### config.mk
export PLATFORM = sky130hd
export DESIGN_NAME = blend_rmw_writer
export DESIGN_NICKNAME = d
export VERILOG_FILES = /design/src/rtl/blend_rmw_writer_pkg.sv /design/src/rtl/blend_rmw_writer_color_blend.sv /design/src/rtl/blend_rmw_writer.sv
export SDC_FILE = /design/constraint.sdc
export NUM_CORES = 1
export LEC_CHECK = 0
export BUFFER_PORTS_ARGS = -buffer_cell sky130_fd_sc_hd__buf_2
export CORE_UTILIZATION = 42
export CTS_CLUSTER_DIAMETER = 80
export CTS_CLUSTER_SIZE = 20
export DETAILED_ROUTE_END_ITERATION = 7
export GPL_ROUTABILITY_DRIVEN = 0
export PLACE_DENSITY = 0.64
export SLEW_MARGIN = 20
export SYNTH_ARGS = -nofsm -noshare
export SYNTH_HDL_FRONTEND = slang
export SYNTH_HIERARCHICAL = 1
export SYNTH_SLANG_ARGS = --single-unit
export TNS_END_PERCENT = 30
### constraint.sdc
create_clock -name i_clk -period 27.2 [get_ports i_clk]
set_clock_uncertainty 0.2 [all_clocks]
set_input_delay 1.36 -clock i_clk [delete_from_list [all_inputs] [get_ports i_clk]]
set_output_delay 1.36 -clock i_clk [all_outputs]
set_load 0.005 [all_outputs]
### src/rtl/blend_rmw_writer_pkg.sv
// Shared pixel layout, colour limits and state encoding for the blend RMW writer.
package blend_rmw_writer_pkg;

  localparam int MAX_PIXEL_COLOR  = 31;
  localparam int MAX_PIXEL_LENGTH = 5;

  localparam int PX_R_LSB = 10;
  localparam int PX_G_LSB = 5;
  localparam int PX_B_LSB = 0;

  typedef enum logic [2:0] {
    ST_IDLE    = 3'd0,
    ST_RD_REQ  = 3'd1,
    ST_RD_WAIT = 3'd2,
    ST_BLEND   = 3'd3,
    ST_WR_REQ  = 3'd4
  } state_e;

  // Bit 15 is always packed as 0 and never read back.
  function automatic logic [15:0] px_pack(input logic [4:0] r, input logic [4:0] g,
                                          input logic [4:0] b);
    logic [15:0] px;
    px = '0;
    px[PX_R_LSB +: MAX_PIXEL_LENGTH] = r;
    px[PX_G_LSB +: MAX_PIXEL_LENGTH] = g;
    px[PX_B_LSB +: MAX_PIXEL_LENGTH] = b;
    return px;
  endfunction

  function automatic logic [4:0] px_chan(input logic [15:0] px, input int lsb);
    return px[lsb +: MAX_PIXEL_LENGTH];
  endfunction

endpackage

### src/rtl/blend_rmw_writer_color_blend.sv
// Subtractive RGB555 mixer: invert, sum, rescale so the largest sum fits, invert back.
module color_blend
  import blend_rmw_writer_pkg::*;
(
  input  logic [4:0] i_sdram_R,
  input  logic [4:0] i_sdram_G,
  input  logic [4:0] i_sdram_B,
  input  logic [4:0] i_draw_R,
  input  logic [4:0] i_draw_G,
  input  logic [4:0] i_draw_B,
  output logic [4:0] o_R,
  output logic [4:0] o_G,
  output logic [4:0] o_B
);

  logic [4:0] st  [3];
  logic [4:0] dr  [3];
  logic [5:0] sum [3];
  logic [4:0] res [3];
  logic [5:0] max_sum;
  logic [4:0] c;

  always_comb begin
    st[0] = i_sdram_R;
    st[1] = i_sdram_G;
    st[2] = i_sdram_B;
    dr[0] = i_draw_R;
    dr[1] = i_draw_G;
    dr[2] = i_draw_B;
    max_sum = '0;
    c = '0;
    for (int i = 0; i < 3; i++) begin
      sum[i] = 6'(5'(MAX_PIXEL_COLOR) - st[i]) + 6'(5'(MAX_PIXEL_COLOR) - dr[i]);
      if (sum[i] > max_sum) max_sum = sum[i];
    end
    for (int i = 0; i < 3; i++) begin
      // Rescale only when some channel saturated; the divide truncates.
      c = (max_sum > 6'(MAX_PIXEL_COLOR))
          ? 5'((11'(sum[i]) * 11'(MAX_PIXEL_COLOR)) / 11'(max_sum))
          : sum[i][4:0];
      res[i] = 5'(MAX_PIXEL_COLOR) - c;
    end
  end

  assign o_R = res[0];
  assign o_G = res[1];
  assign o_B = res[2];

endmodule

### src/rtl/blend_rmw_writer.sv
// Read-modify-write pixel engine between the brush generator and the SDRAM frame buffer.
//   state   | meaning
//   IDLE    | ready for a request; out-of-range requests are counted and dropped
//   RD_REQ  | read strobe held until the slave stops stalling
//   RD_WAIT | waiting for readdatavalid
//   BLEND   | one cycle: blended colour registered as writedata
//   WR_REQ  | write strobe held until the slave stops stalling
module blend_rmw_writer
  import blend_rmw_writer_pkg::*;
#(
  parameter int                H_RES     = 640,
  parameter int                V_RES     = 480,
  parameter int                ADDR_W    = 23,
  parameter logic [ADDR_W-1:0] BASE_ADDR = '0
) (
  input  logic              i_clk,
  input  logic              i_rst,
  input  logic              i_req_valid,
  output logic              o_req_ready,
  input  logic [9:0]        i_req_x,
  input  logic [8:0]        i_req_y,
  input  logic [4:0]        i_req_R,
  input  logic [4:0]        i_req_G,
  input  logic [4:0]        i_req_B,
  input  logic              i_req_blend,
  output logic [ADDR_W-1:0] o_sdram_addr,
  output logic              o_sdram_read,
  output logic              o_sdram_write,
  output logic [15:0]       o_sdram_writedata,
  input  logic              i_sdram_waitrequest,
  input  logic [15:0]       i_sdram_readdata,
  input  logic              i_sdram_readdatavalid,
  output logic              o_busy,
  output logic [15:0]       o_px_count,
  output logic [15:0]       o_drop_count
);

  state_e            state_q;
  logic              rd_q, wr_q;
  logic [ADDR_W-1:0] addr_q, addr_d;
  logic [15:0]       wdata_q, brush_q, brush_d, rdata_q;
  logic [15:0]       px_q, drop_q;
  logic              in_range_d;
  logic [4:0]        bl_r, bl_g, bl_b;

  assign addr_d     = BASE_ADDR + ADDR_W'(i_req_y) * ADDR_W'(H_RES) + ADDR_W'(i_req_x);
  assign in_range_d = (32'(i_req_x) < H_RES) && (32'(i_req_y) < V_RES);
  assign brush_d    = px_pack(i_req_R, i_req_G, i_req_B);

  color_blend u_blend (
    .i_sdram_R (px_chan(rdata_q, PX_R_LSB)),
    .i_sdram_G (px_chan(rdata_q, PX_G_LSB)),
    .i_sdram_B (px_chan(rdata_q, PX_B_LSB)),
    .i_draw_R  (px_chan(brush_q, PX_R_LSB)),
    .i_draw_G  (px_chan(brush_q, PX_G_LSB)),
    .i_draw_B  (px_chan(brush_q, PX_B_LSB)),
    .o_R       (bl_r),
    .o_G       (bl_g),
    .o_B       (bl_b)
  );

  always_ff @(posedge i_clk) begin
    if (i_rst) begin
      state_q <= ST_IDLE;
      rd_q    <= 1'b0;
      wr_q    <= 1'b0;
      addr_q  <= '0;
      wdata_q <= '0;
      brush_q <= '0;
      rdata_q <= '0;
      px_q    <= '0;
      drop_q  <= '0;
    end else begin
      case (state_q)
        ST_IDLE: begin
          if (i_req_valid) begin
            if (!in_range_d) begin
              drop_q <= drop_q + 16'd1;
            end else begin
              addr_q  <= addr_d;
              brush_q <= brush_d;
              if (i_req_blend) begin
                rd_q    <= 1'b1;
                state_q <= ST_RD_REQ;
              end else begin
                wdata_q <= brush_d;
                wr_q    <= 1'b1;
                state_q <= ST_WR_REQ;
              end
            end
          end
        end
        ST_RD_REQ: begin
          if (!i_sdram_waitrequest) begin
            rd_q    <= 1'b0;
            state_q <= ST_RD_WAIT;
          end
        end
        ST_RD_WAIT: begin
          if (i_sdram_readdatavalid) begin
            rdata_q <= i_sdram_readdata;
            state_q <= ST_BLEND;
          end
        end
        ST_BLEND: begin
          wdata_q <= px_pack(bl_r, bl_g, bl_b);
          wr_q    <= 1'b1;
          state_q <= ST_WR_REQ;
        end
        ST_WR_REQ: begin
          if (!i_sdram_waitrequest) begin
            wr_q    <= 1'b0;
            px_q    <= px_q + 16'd1;
            state_q <= ST_IDLE;
          end
        end
        default: begin
          rd_q    <= 1'b0;
          wr_q    <= 1'b0;
          state_q <= ST_IDLE;
        end
      endcase
    end
  end

  assign o_req_ready       = (state_q == ST_IDLE);
  assign o_busy            = (state_q != ST_IDLE);
  assign o_sdram_read      = rd_q;
  assign o_sdram_write     = wr_q;
  assign o_sdram_addr      = addr_q;
  assign o_sdram_writedata = wdata_q;
  assign o_px_count        = px_q;
  assign o_drop_count      = drop_q;

endmodule
==> reports/metrics.sh, run 1 <==
SETUP_VIOL_COUNT_FINAL=0
SYNTH_CELL_TYPES=104
REGTOREGSETUPSLACK_NS=1.85
FINAL_MIN_PERIOD_OVER_CLOCK_PERIOD_PCT=93.2
SYNTH-EDFF-COUNT=0
SLOWEST_DELAY_NS=0.46
MAXCLOCKFREQUENCY_MHz=39.4
FIN_WS_NS=1.85
CRITICAL_PATH.MAX_FANOUT=11
CP-END-KIND='flip-flop'
WORSTHOLDPATHTYPE='flip-flop to flip-flop'
WORST_SLEW_PIN_SLEW_NS=1.09
GRT.TOTAL_USAGE_PCT=21.3
CLOCK_TREE_FROM_TRITONCTS='done'
MOSTFREQUENTLAYOUTCELLS='sky130_fd_sc_hd__ha_1, sky130_fd_sc_hd__nand2_1, sky130_fd_sc_hd__nor2_1, sky130_fd_sc_hd__inv_1, sky130_fd_sc_hd__a21oi_1'
CORE_AREA_SQ_MM=0.0356
TIMING.CRITICAL_PATH.FROM_TYPE='flip-flop'
CRITPATHSLOWESTCELL='sky130_fd_sc_hd__o32a_4'
WORST_PATH_MOST_REPEATED_CELL='sky130_fd_sc_hd__o21a_1'
WORSTPATHARRIVAL_NS=25.44
GRT_OVERFLOW_TOTAL=0
YOSYS_MOST_USED_DFF='sky130_fd_sc_hd__dfxtp_1'
CLOCK_INSERTION_DELAY_WORST_SKEW_NS=0.37
NUM_ROWS=69
CTS_NUM_SINKS=102
WORST_R2R_PATH_DEPTH=112
FIN_NETS=2388
GRT_MAX_DEGREE=104
SETUP_TOTAL_NEGATIVE_SLACK_NS=0
ANT_NETS=0
START_UTIL_PCT=42.7
CELL_COUNT_AFTER_SYNTHESIS=1926
YS_FF_LATCH=102
CLK_ROOT_BUFFER_CELL='sky130_fd_sc_hd__clkbuf_16'
SYNTH.CELL_AREA_SQ_MM=0.0152
SYNTHESIS.AREA_PER_INSTANCE_SQ_UM=7.89
PLACE_WS_NS=1.10
MAX_CAP_VIOLATIONS=0
SYNTHARSTFLOPSHARE_PCT=0
DRT_PRE_ANTENNA_ITERS=6
LAYOUT-DRIVE-GT1-SHARE_PCT=13.0
HOLD_WS_NS=0.256
TOTAL_I_O_PIN_COUNT=131
VIA_COUNT_OF_THE_ROUTED_DESIGN=14200
GRT_ANTENNA_BEFORE_REPAIR=2
PATH_CLK_SLEW_NS=0.09
SYNTH.YOSYS.SEQ_AREA_SHARE_PCT=13.4
FINAL_MAX_SLEW_VIOL_COUNT=0
MIN_PERIOD_NS=25.35
FINALCOREUTILIZATION_PCT=47.1
CTS_HOLD_BUFFERS=0
DIE_H_MICRONS=192
TIMING.SETUP.CRITICAL_PATH_CLASS='flip-flop to flip-flop'
IO_BUFFERS=125
AVGROUTEDWIREPERCELL_MICRONS=15.9
REGTOREGSTARTPOINT='rdata_q[10]'
HOLD_VIOLATION_TOTAL_FROM_THE_FINAL_REPORT=0
CTS_MAX_LEVEL=3
MAX-SLEW-MARGIN-REL_PCT=27.4
DIE-AREA_SQ_MM=0.0369
SYNTH_WARN=6
SYN2LAYOUT_AREA_GROWTH_PCT=10.3
DRT_DRC_VIOLATIONS_LEFT=0
CP-STARTPOINT='rdata_q[10]'
DIEWIDTH_MICRONS=192
GRT_PASS1_VIAS=13500
RUN_STATUS='complete, no violations'
CTS_BUFFERS=9
WORST-ENDPOINT-REQUIRED_NS=27.28
REG_TO_REG_END='o_sdram_writedata[5]'
CRIT_PATH_END='o_sdram_writedata[5]'
HPWL_MICRONS=31000
ROUTED_WIRELENGTH_MICRONS=39700
VIA_PER_INST=5.67
DRT_FIRST_ITER_VIOLATIONS=726
MOST_COMMON_CELL_AFTER_LAYOUT_FILL_AND_TAPS_ASIDE='sky130_fd_sc_hd__ha_1'
CTS_MAX_PATH_BUFFERS=2
GRT_PASS1_WL_MICRONS=64600
Yosys cell counts, types with 9 or more instances:
cell type | n | share of area [%]
sky130_fd_sc_hd__o21ai_0 | 80 | 2.6
sky130_fd_sc_hd__a21o_1 | 25 | 1.2
sky130_fd_sc_hd__a211oi_1 | 37 | 1.8
sky130_fd_sc_hd__xor2_1 | 37 | 2.1
sky130_fd_sc_hd__nand2_1 | 180 | 4.4
sky130_fd_sc_hd__and3_1 | 14 | 0.58
sky130_fd_sc_hd__nand4_1 | 15 | 0.62
sky130_fd_sc_hd__fa_1 | 38 | 5.0
sky130_fd_sc_hd__o21a_1 | 92 | 4.5
sky130_fd_sc_hd__or3_1 | 27 | 1.1
sky130_fd_sc_hd__xnor2_1 | 56 | 3.2
sky130_fd_sc_hd__clkbuf_1 | 34 | 0.84
sky130_fd_sc_hd__nand2b_1 | 26 | 1.1
sky130_fd_sc_hd__mux2i_1 | 32 | 2.1
sky130_fd_sc_hd__nor2_1 | 179 | 4.4
sky130_fd_sc_hd__a21oi_1 | 137 | 4.5
sky130_fd_sc_hd__o31ai_1 | 26 | 1.3
sky130_fd_sc_hd__inv_1 | 139 | 3.4
sky130_fd_sc_hd__dfxtp_1 | 102 | 13
sky130_fd_sc_hd__nor2b_1 | 27 | 1.1
sky130_fd_sc_hd__buf_2 | 9 | 0.30
sky130_fd_sc_hd__ha_1 | 258 | 21
sky130_fd_sc_hd__nor3_1 | 83 | 2.7
sky130_fd_sc_hd__mux2_2 | 36 | 2.7
sky130_fd_sc_hd__o211ai_1 | 11 | 0.54
sky130_fd_sc_hd__nand3_1 | 33 | 1.1
through the flow:
step | area (sq um) | std cells
2_1_floorplan | 15200 | 1929
3_3_place_gp | 16300 | 2483
3_5_place_dp | 16300 | 2483
4_1_cts | 16700 | 2499
5_1_grt | 16700 | 2502
6_report | 16800 | 2503
per-layer routing:
metal / track usage (%) / routed length (microns)
met5: 0 / 24
met4: 5.12 / 637
met3: 3.11 / 1730
met2: 37.5 / 19100
met1: 27.0 / 18200
how the worst min path moves through the flow:
stage	slack, ns	depth (start not counted)	to	startpoint
4_1_cts	0.26	2	brush_q[8]	brush_q[8]
5_1_grt	0.27	2	o_sdram_addr[2]	o_sdram_addr[2]
2_1_floorplan	0.24	2	brush_q[0]	brush_q[0]
6_report	0.26	2	rdata_q[1]	rdata_q[1]
3_3_place_gp	0.24	2	o_sdram_addr[11]	o_sdram_addr[11]
3_5_place_dp	0.25	2	o_sdram_addr[2]	o_sdram_addr[2]
kinds of logic (layout without fill, tap and decap cells):
logic type                 Yosys count  count (layout)  synth area share (%)
AOI/OAI and AO/OA                  518             518                  23.5
xor gates and xnor gates            93              93                  5.36
adders and majority gates          296             296                  26.3
buffers and inverters              191             303                  4.97
DFF                                102             102                  13.4
muxes                               76              76                  5.62
other                                1               5                0.0247
and+or+nand+nor                    649             649                  20.9
what timing repair did:
item | in CTS | in global routing
gates resized for setup | 0 | 9
setup endpoints to repair | 0 | 3
setup buffers | 0 | 3
registers in the layout, summed over array words and instances (netlist names):
| register | count |
|---|---|
| o_drop_count | 16 |
| o_sdram_write | 1 |
| rdata_q | 15 |
| o_px_count | 16 |
| o_sdram_read | 1 |
| state_q | 3 |
| o_sdram_writedata | 15 |
| o_sdram_addr | 20 |
| brush_q | 15 |
critical path, delay by kind of cell (launching register included):
kind	cells	cell delay, ns
compound gates	60	12.40
simple gates	26	5.97
fa+ha+maj	15	4.37
mux	3	0.87
buf+inv	7	0.75
xor+xnor	1	0.39
flops	1	0.32
final cells by class:
| type | instances | area [sq um] |
|---|---|---|
| fill | 3528 | 18800 |
| multi-input combinational | 1636 | 12500 |
| sequential | 102 | 2040 |
| timing repair buffer | 146 | 790 |
| tap | 461 | 577 |
| inverter | 141 | 529 |
| clock buffer | 9 | 225 |
| clock inverter | 7 | 105 |
| antenna | 1 | 2.50 |
Power of run 1 is not shown: default switching activity piles up to over one toggle a cycle in this logic, so the estimate is an artifact.
==> inputs of run 2 (changes only) <==
--- a/config.mk
+++ b/config.mk
@@ -6,12 +6,12 @@
 export NUM_CORES = 1
 export LEC_CHECK = 0
 export BUFFER_PORTS_ARGS = -buffer_cell sky130_fd_sc_hd__buf_2
-export CORE_UTILIZATION = 42
+export CORE_UTILIZATION = 63
 export CTS_CLUSTER_DIAMETER = 80
 export CTS_CLUSTER_SIZE = 20
 export DETAILED_ROUTE_END_ITERATION = 7
 export GPL_ROUTABILITY_DRIVEN = 0
-export PLACE_DENSITY = 0.64
+export PLACE_DENSITY = 0.88
 export SLEW_MARGIN = 20
 export SYNTH_ARGS = -nofsm -noshare
 export SYNTH_HDL_FRONTEND = slang
==> run 2 against run 1 <==
  * Clock-buffer cell count is the same
  * Largest cell class unchanged
  * First-iteration DRC count grew 55%
  * Highest routed layer is now met4
  * Setup slack lost 0.038 ns
==> reports/metrics.sh, run 2 (synthesized netlist as in run 1, its figures left out) <==
RUN_STATUS='complete, no violations'
DRT_FIRST_ITER_VIOLATIONS=1126  # +55%
CLOCK_TREE_FROM_TRITONCTS='done'
DETAILROUTE.WIRELENGTH.MET2_MICRONS=19000  # -0.72%
ANT_NETS=0  # unchanged
WORST-ENDPOINT-REQUIRED_NS=27.26  # -0.02 ns
FINAL_MIN_PERIOD_OVER_CLOCK_PERIOD_PCT=93.4  # +0.14 points
CRITICAL_PATH.MAX_FANOUT=12  # +1
AVGROUTEDWIREPERCELL_MICRONS=16.6  # +4.8%
N_FILL_CELL=1855  # -47%
ROUTEDLENGTHMET1_MICRONS=16300  # -10%
VIA_PER_INST=6.23  # +9.9%
CP-END-KIND='flip-flop'
WORSTPATHARRIVAL_NS=25.46  # +0.02 ns
TOTAL_I_O_PIN_COUNT=131  # unchanged
MIN_PERIOD_NS=25.39  # +0.0379 ns
CLK_ROOT_BUFFER_CELL='sky130_fd_sc_hd__clkbuf_16'
DIE-AREA_SQ_MM=0.0247  # -33%
VIA_COUNT_OF_THE_ROUTED_DESIGN=14700  # +3.6%
SYN2LAYOUT_AREA_GROWTH_PCT=8.65
GRT_PASS1_VIAS=14100  # +4.6%
CTS_MAX_PATH_BUFFERS=2  # unchanged
SETUP_VIOL_COUNT_FINAL=0  # unchanged
GRT_SETUP_UNREPAIRED='true'
MOSTFREQUENTLAYOUTCELLS='sky130_fd_sc_hd__ha_1, sky130_fd_sc_hd__nand2_1, sky130_fd_sc_hd__nor2_1, sky130_fd_sc_hd__inv_1, sky130_fd_sc_hd__a21oi_1'
MAX-SLEW-MARGIN-REL_PCT=25.6  # -1.8 points
ROUTED_WIRELENGTH_MICRONS=39200  # -1.2%
CTS_NUM_SINKS=102  # unchanged
CLOCK_INSERTION_DELAY_WORST_SKEW_NS=0.36  # about the same
IO_BUFFERS=125  # unchanged
HPWL_MICRONS=30200  # -2.7%
GRT_PASS1_WL_MICRONS=64100  # -0.77%
MAXCLOCKFREQUENCY_MHz=39.4  # -0.15%
CORE_AREA_SQ_MM=0.0235  # -34%
CTS_BUFFERS=9  # unchanged
GRT_ANTENNA_BEFORE_REPAIR=1  # -1
DRT_DRC_VIOLATIONS_LEFT=0  # unchanged
MOST_COMMON_CELL_AFTER_LAYOUT_FILL_AND_TAPS_ASIDE='sky130_fd_sc_hd__ha_1'
WORST_PATH_MOST_REPEATED_CELL='sky130_fd_sc_hd__o21a_1'
NUM_ROWS=56  # -19%
CTS_MAX_LEVEL=3  # unchanged
GRT_OVERFLOW_TOTAL=0  # unchanged
HOLD_VIOLATION_TOTAL_FROM_THE_FINAL_REPORT=0  # unchanged
GRT_MAX_DEGREE=104  # unchanged
TIMING.CRITICAL_PATH.FROM_TYPE='flip-flop'
TIMING.SETUP.CRITICAL_PATH_CLASS='flip-flop to flip-flop'
SLOWEST_DELAY_NS=0.54  # +0.08 ns
LAYOUT-DRIVE-GT1-SHARE_PCT=13.0  # -0.017 points
GRT.TOTAL_USAGE_PCT=31.5  # +10 points
HIGHEST_LAYER='met4'
START_UTIL_PCT=64.5  # +22 points
DIE_H_MICRONS=157  # -18%
FIN_NETS=2383  # -0.21%
DRT_PRE_ANTENNA_ITERS=7  # +1
FINAL_MAX_SLEW_VIOL_COUNT=0  # unchanged
CRITPATHSLOWESTCELL='sky130_fd_sc_hd__o211ai_1'
NUMBER_OF_FLIP_FLOPS_UNDER_THE_LARGEST_REGISTER_NAME=20  # unchanged
PATH_CLK_SLEW_NS=0.07  # -0.02 ns
SETUP_TOTAL_NEGATIVE_SLACK_NS=0  # unchanged
MAX_CAP_VIOLATIONS=0  # unchanged
WL_MET3_MICRONS=2080  # +20%
WORST_SLEW_PIN_SLEW_NS=1.12  # +0.0294 ns
WORSTHOLDPATHTYPE='flip-flop to flip-flop'
DIEWIDTH_MICRONS=157  # -18%
## run 2: changes by cell type in the layout (fill, tap and decap cells not counted), moves of 2 or more
cell | before | now
sky130_fd_sc_hd__bufinv_16 | 2 | 0
sky130_fd_sc_hd__clkinv_4 | 2 | 0
sky130_fd_sc_hd__diode_2 | 1 | 4
sky130_fd_sc_hd__inv_6 | 0 | 3
sky130_fd_sc_hd__buf_4 | 21 | 17
## run 2: cell type report
class | instances | area [sq um] | share of cell area (%)
diodes | 4 | 10.0 | 0.0606
clock buffers | 9 | 225 | 1.36
clock inverters | 7 | 61.3 | 0.371
inverters | 141 | 529 | 3.21
multi-input cells | 1636 | 12500 | 75.7
flip-flops and latches | 102 | 2040 | 12.4
well taps | 319 | 399 | 2.42
repair buffers | 141 | 748 | 4.53
## run 2: timing repair
| action | 4_1_cts | 5_1_grt |
|---|---|---|
| setup endpoints to repair | 0 | 4 |
| setup buffers | 0 | 1 |
| gates resized for setup | 0 | 16 |
| hold buffers | 0 | 0 |
## run 2: worst max-delay path: cells and delay by family (launching register included)
kind            cells  cell delay [ns]
mux                 4             1.04
buf+inv             5             0.69
xor+xnor            1             0.39
simple gates       35             5.69
compound gates     56            12.37
flops               1             0.32
fa+ha+maj          15             4.51
## run 2: through the flow
| stage | utilization, % | hold slack [ns] | setup WS (ns) | instance area, sq um | instances |
|---|---|---|---|---|---|
| 2_1_floorplan | - | 0.236 | 3.37 | 15200 | 1929 |
| 3_3_place_gp | 68.5 | 0.239 | 1.75 | 16100 | 2338 |
| 3_5_place_dp | 68.5 | 0.244 | 1.01 | 16100 | 2338 |
| 4_1_cts | 69.7 | 0.254 | 0.936 | 16400 | 2354 |
| 5_1_grt | 70.1 | 0.270 | -0.131 | 16500 | 2355 |
| 6_report | 70.1 | 0.253 | 1.81 | 16500 | 2359 |
## run 2: layer usage
metal,global-route usage (%),up-vias
li1,-,7206
met1,38.0,6889
met2,55.1,477
met3,3.55,130
met4,15.9,0
met5,0,-
## run 2: path summary, 6_finish.rpt
check	from	endpoint	slack [ns]	cells after the start
hold / removal	o_sdram_addr[1]	o_sdram_addr[1]	0.25	2
hold reg to reg	o_sdram_addr[1]	o_sdram_addr[1]	0.25	2
setup reg to reg	rdata_q[10]	o_sdram_writedata[10]	1.81	116
setup / recovery	rdata_q[10]	o_sdram_writedata[10]	1.81	116
Power of run 2 is left out for the same reason.
==> inputs of run 3 (changes only) <==
--- a/config.mk
+++ b/config.mk
@@ -6,6 +6,7 @@
 export NUM_CORES = 1
 export LEC_CHECK = 0
 export BUFFER_PORTS_ARGS = -buffer_cell sky130_fd_sc_hd__buf_2
+export CORE_ASPECT_RATIO = 1.75
 export CORE_UTILIZATION = 63
 export CTS_CLUSTER_DIAMETER = 80
 export CTS_CLUSTER_SIZE = 20
==> run 3 against run 2 <==
  * First-iteration DRC count shrank 39%
  * Final cell count shrank 0.85%
  * Highest routed layer unchanged
  * Maximum frequency shrank 0.99%
  * Design area shrank 0.29%
  * Core utilization shrank 0.13 points
  * Critical path type unchanged
  * Non-clock buffer count is the same
  * Clock-buffer cell count grew 3
  * Sequential cell count is the same
  * Critical path depth shrank 1
==> reports/metrics.sh, run 3 (synthesized netlist as in run 1, its figures left out) <==
DRT_DRC_VIOLATIONS_LEFT=0  # unchanged
CORE_AREA_SQ_MM=0.0235  # -0.11%
REGTOREGSETUPSLACK_NS=1.55  # -0.26 ns
DIEWIDTH_MICRONS=119  # -24%
GRT_OVERFLOW_TOTAL=0  # unchanged
MOSTFREQUENTLAYOUTCELLS='sky130_fd_sc_hd__ha_1, sky130_fd_sc_hd__nand2_1, sky130_fd_sc_hd__nor2_1, sky130_fd_sc_hd__inv_1, sky130_fd_sc_hd__a21oi_1'
GRT.TOTAL_USAGE_PCT=31.7  # +0.19 points
DIE_H_MICRONS=207  # +32%
ANT_NETS=0  # unchanged
SLOWEST_DELAY_NS=0.48  # -0.06 ns
CP.DEPTH=115  # -0.86%
REGTOREGSTARTPOINT='brush_q[10]'
CRITPATHTOPFAMILY='compound AO/OA/AOI/OAI gates'
DRT_FIRST_ITER_VIOLATIONS=688  # -39%
WORSTHOLDPATHTYPE='flip-flop to flip-flop'
RUN_STATUS='complete, no violations'
ANTENNA_DIODES=0  # -4
TOTAL_I_O_PIN_COUNT=131  # unchanged
HOLD_VIOLATION_TOTAL_FROM_THE_FINAL_REPORT=0  # unchanged
START_UTIL_PCT=64.6  # +0.069 points
HOLD_WS_NS=0.254  # +0.00101 ns
MAXCLOCKFREQUENCY_MHz=39.0  # -0.99%
CTS_BUFFERS=9  # unchanged
DP.CELLS=2322  # -0.68%
CRITPATHSLOWESTCELL='sky130_fd_sc_hd__o31a_2'
PATH_CLK_SLEW_NS=0.07  # about the same
HPWL_MICRONS=31500  # +4.3%
CTS_MAX_LEVEL=3  # unchanged
MOST_COMMON_CELL_AFTER_LAYOUT_FILL_AND_TAPS_ASIDE='sky130_fd_sc_hd__ha_1'
MIN_PERIOD_NS=25.65  # +0.255 ns
MAX_CAP_VIOLATIONS=0  # unchanged
MAX-SLEW-MARGIN-REL_PCT=15.2  # -10 points
LAYOUT-DRIVE-GT1-SHARE_PCT=12.8  # -0.19 points
TIMING.SETUP.CRITICAL_PATH_CLASS='flip-flop to flip-flop'
CLOCK_INSERTION_DELAY_WORST_SKEW_NS=0.35  # about the same
FINAL_MAX_SLEW_VIOL_COUNT=0  # unchanged
FINISH.CELL_COUNT_WITHOUT_FILLERS=2339  # -0.85%
CRITICAL_PATH.MAX_FANOUT=32  # +20
GRT_ANTENNA_BEFORE_REPAIR=1  # unchanged
ROUTED_WIRELENGTH_MICRONS=39400  # +0.56%
CP-STARTPOINT='brush_q[10]'
CTS_NUM_SINKS=102  # unchanged
PLACED_AREA_SQ_MM=0.0161  # -0.20%
CLK_ROOT_BUFFER_CELL='sky130_fd_sc_hd__clkbuf_16'
REG_TO_REG_END='o_sdram_writedata[10]'
TIMING.CRITICAL_PATH.FROM_TYPE='flip-flop'
IO_BUFFERS=125  # unchanged
NUM_ROWS=74  # +32%
CP-END-KIND='flip-flop'
FINAL_MIN_PERIOD_OVER_CLOCK_PERIOD_PCT=94.3  # +0.94 points
MIN_FROM='o_sdram_addr[3]'
CRITPATHBUFINV=7  # +2
GRT_MAX_DEGREE=104  # unchanged
WORST-ENDPOINT-REQUIRED_NS=27.26  # about the same
NUMBER_OF_FLIP_FLOPS_UNDER_THE_LARGEST_REGISTER_NAME=20  # unchanged
DRT_PRE_ANTENNA_ITERS=8  # +1
GRT_SETUP_UNREPAIRED='true'
FIN_NETS=2383  # unchanged
GRT_PASS1_WL_MICRONS=65600  # +2.3%
AVGROUTEDWIREPERCELL_MICRONS=16.9  # +1.4%
WORST_PATH_MOST_REPEATED_CELL='sky130_fd_sc_hd__o21a_1'
VIA_COUNT_OF_THE_ROUTED_DESIGN=14900  # +1.5%
CLOCK_TREE_FROM_TRITONCTS='done'
CRIT_PATH_END='o_sdram_writedata[10]'
CTS_MAX_PATH_BUFFERS=2  # unchanged
VIA_PER_INST=6.38  # +2.4%
FINAL_AREA_SQ_MM=0.0165  # -0.29%
DIE-AREA_SQ_MM=0.0248  # about the same
GRT_PASS1_VIAS=15400  # +8.9%
SETUP_VIOL_COUNT_FINAL=0  # unchanged
WORST_R2R_PATH_DEPTH=115  # -0.86%
SYN2LAYOUT_AREA_GROWTH_PCT=8.33
WORST_SLEW_PIN_SLEW_NS=1.27  # +0.156 ns
WORSTPATHARRIVAL_NS=25.71  # +0.25 ns
==> run 3: changes by cell type in the layout (fill, tap and decap cells not counted), moves of 2 or more <==
cell / delta
sky130_fd_sc_hd__diode_2: -4
sky130_fd_sc_hd__inv_6: -3
sky130_fd_sc_hd__clkbuf_8: +2
sky130_fd_sc_hd__inv_8: -2
sky130_fd_sc_hd__nor2_2: +2
==> run 3: what timing repair did <==
item / 4_1_cts / 5_1_grt
buffers inserted: 0 / 2
resized for setup: 0 / 15
hold buffers: 0 / 0
setup endpoints to repair: 0 / 3
==> run 3: layout make-up <==
cell class,instances,area (sq um)
sequential,102,2040
inverter,141,529
fill,1840,7060
clock buffer,12,256
clock inverter,3,20.0
tap,304,380
timing repair buffer,141,752
multi-input combinational,1636,12500
==> run 3: worst reg2reg max path: cells and delay by family, from the launching register on <==
family	cells	cell delay (ns)
compound gates	58	12.69
simple gates	29	5.18
fa+ha+maj	16	4.65
buf+inv	7	1.26
mux	4	0.87
xor+xnor	1	0.37
flops	1	0.31
==> run 3: per-stage QoR <==
| stage | setup WS, ns | util [%] | setup TNS, ns |
|---|---|---|---|
| final | 1.55 | 70.0 | 0 |
| after global routing | -0.208 | 70.0 | -0.236 |
| after CTS | 0.854 | 69.6 | 0 |
| after detailed placement | 0.952 | 68.5 | 0 |
| after global placement | 1.69 | 68.5 | 0 |
| after floorplan | 3.37 | - | 0 |
==> run 3: layer usage <==
metal | share of wire (%) | global-route usage, % | vias to the layer above
li1 | - | - | 7185
met1 | 35 | 29.0 | 7003
met2 | 53 | 62.0 | 528
met3 | 5.6 | 4.34 | 213
met4 | 6.9 | 23.0 | 0
met5 | 0 | 0 | -
==> run 3: worst min-delay path by stage <==
stage,to,slack [ns],depth (start not counted)
after detailed placement,brush_q[3],0.25,2
after CTS,brush_q[3],0.25,2
after global placement,o_sdram_addr[1],0.24,2
after floorplan,brush_q[0],0.24,2
final,o_sdram_addr[3],0.25,2
after global routing,rdata_q[9],0.28,2
Power of run 3 is left out for the same reason.
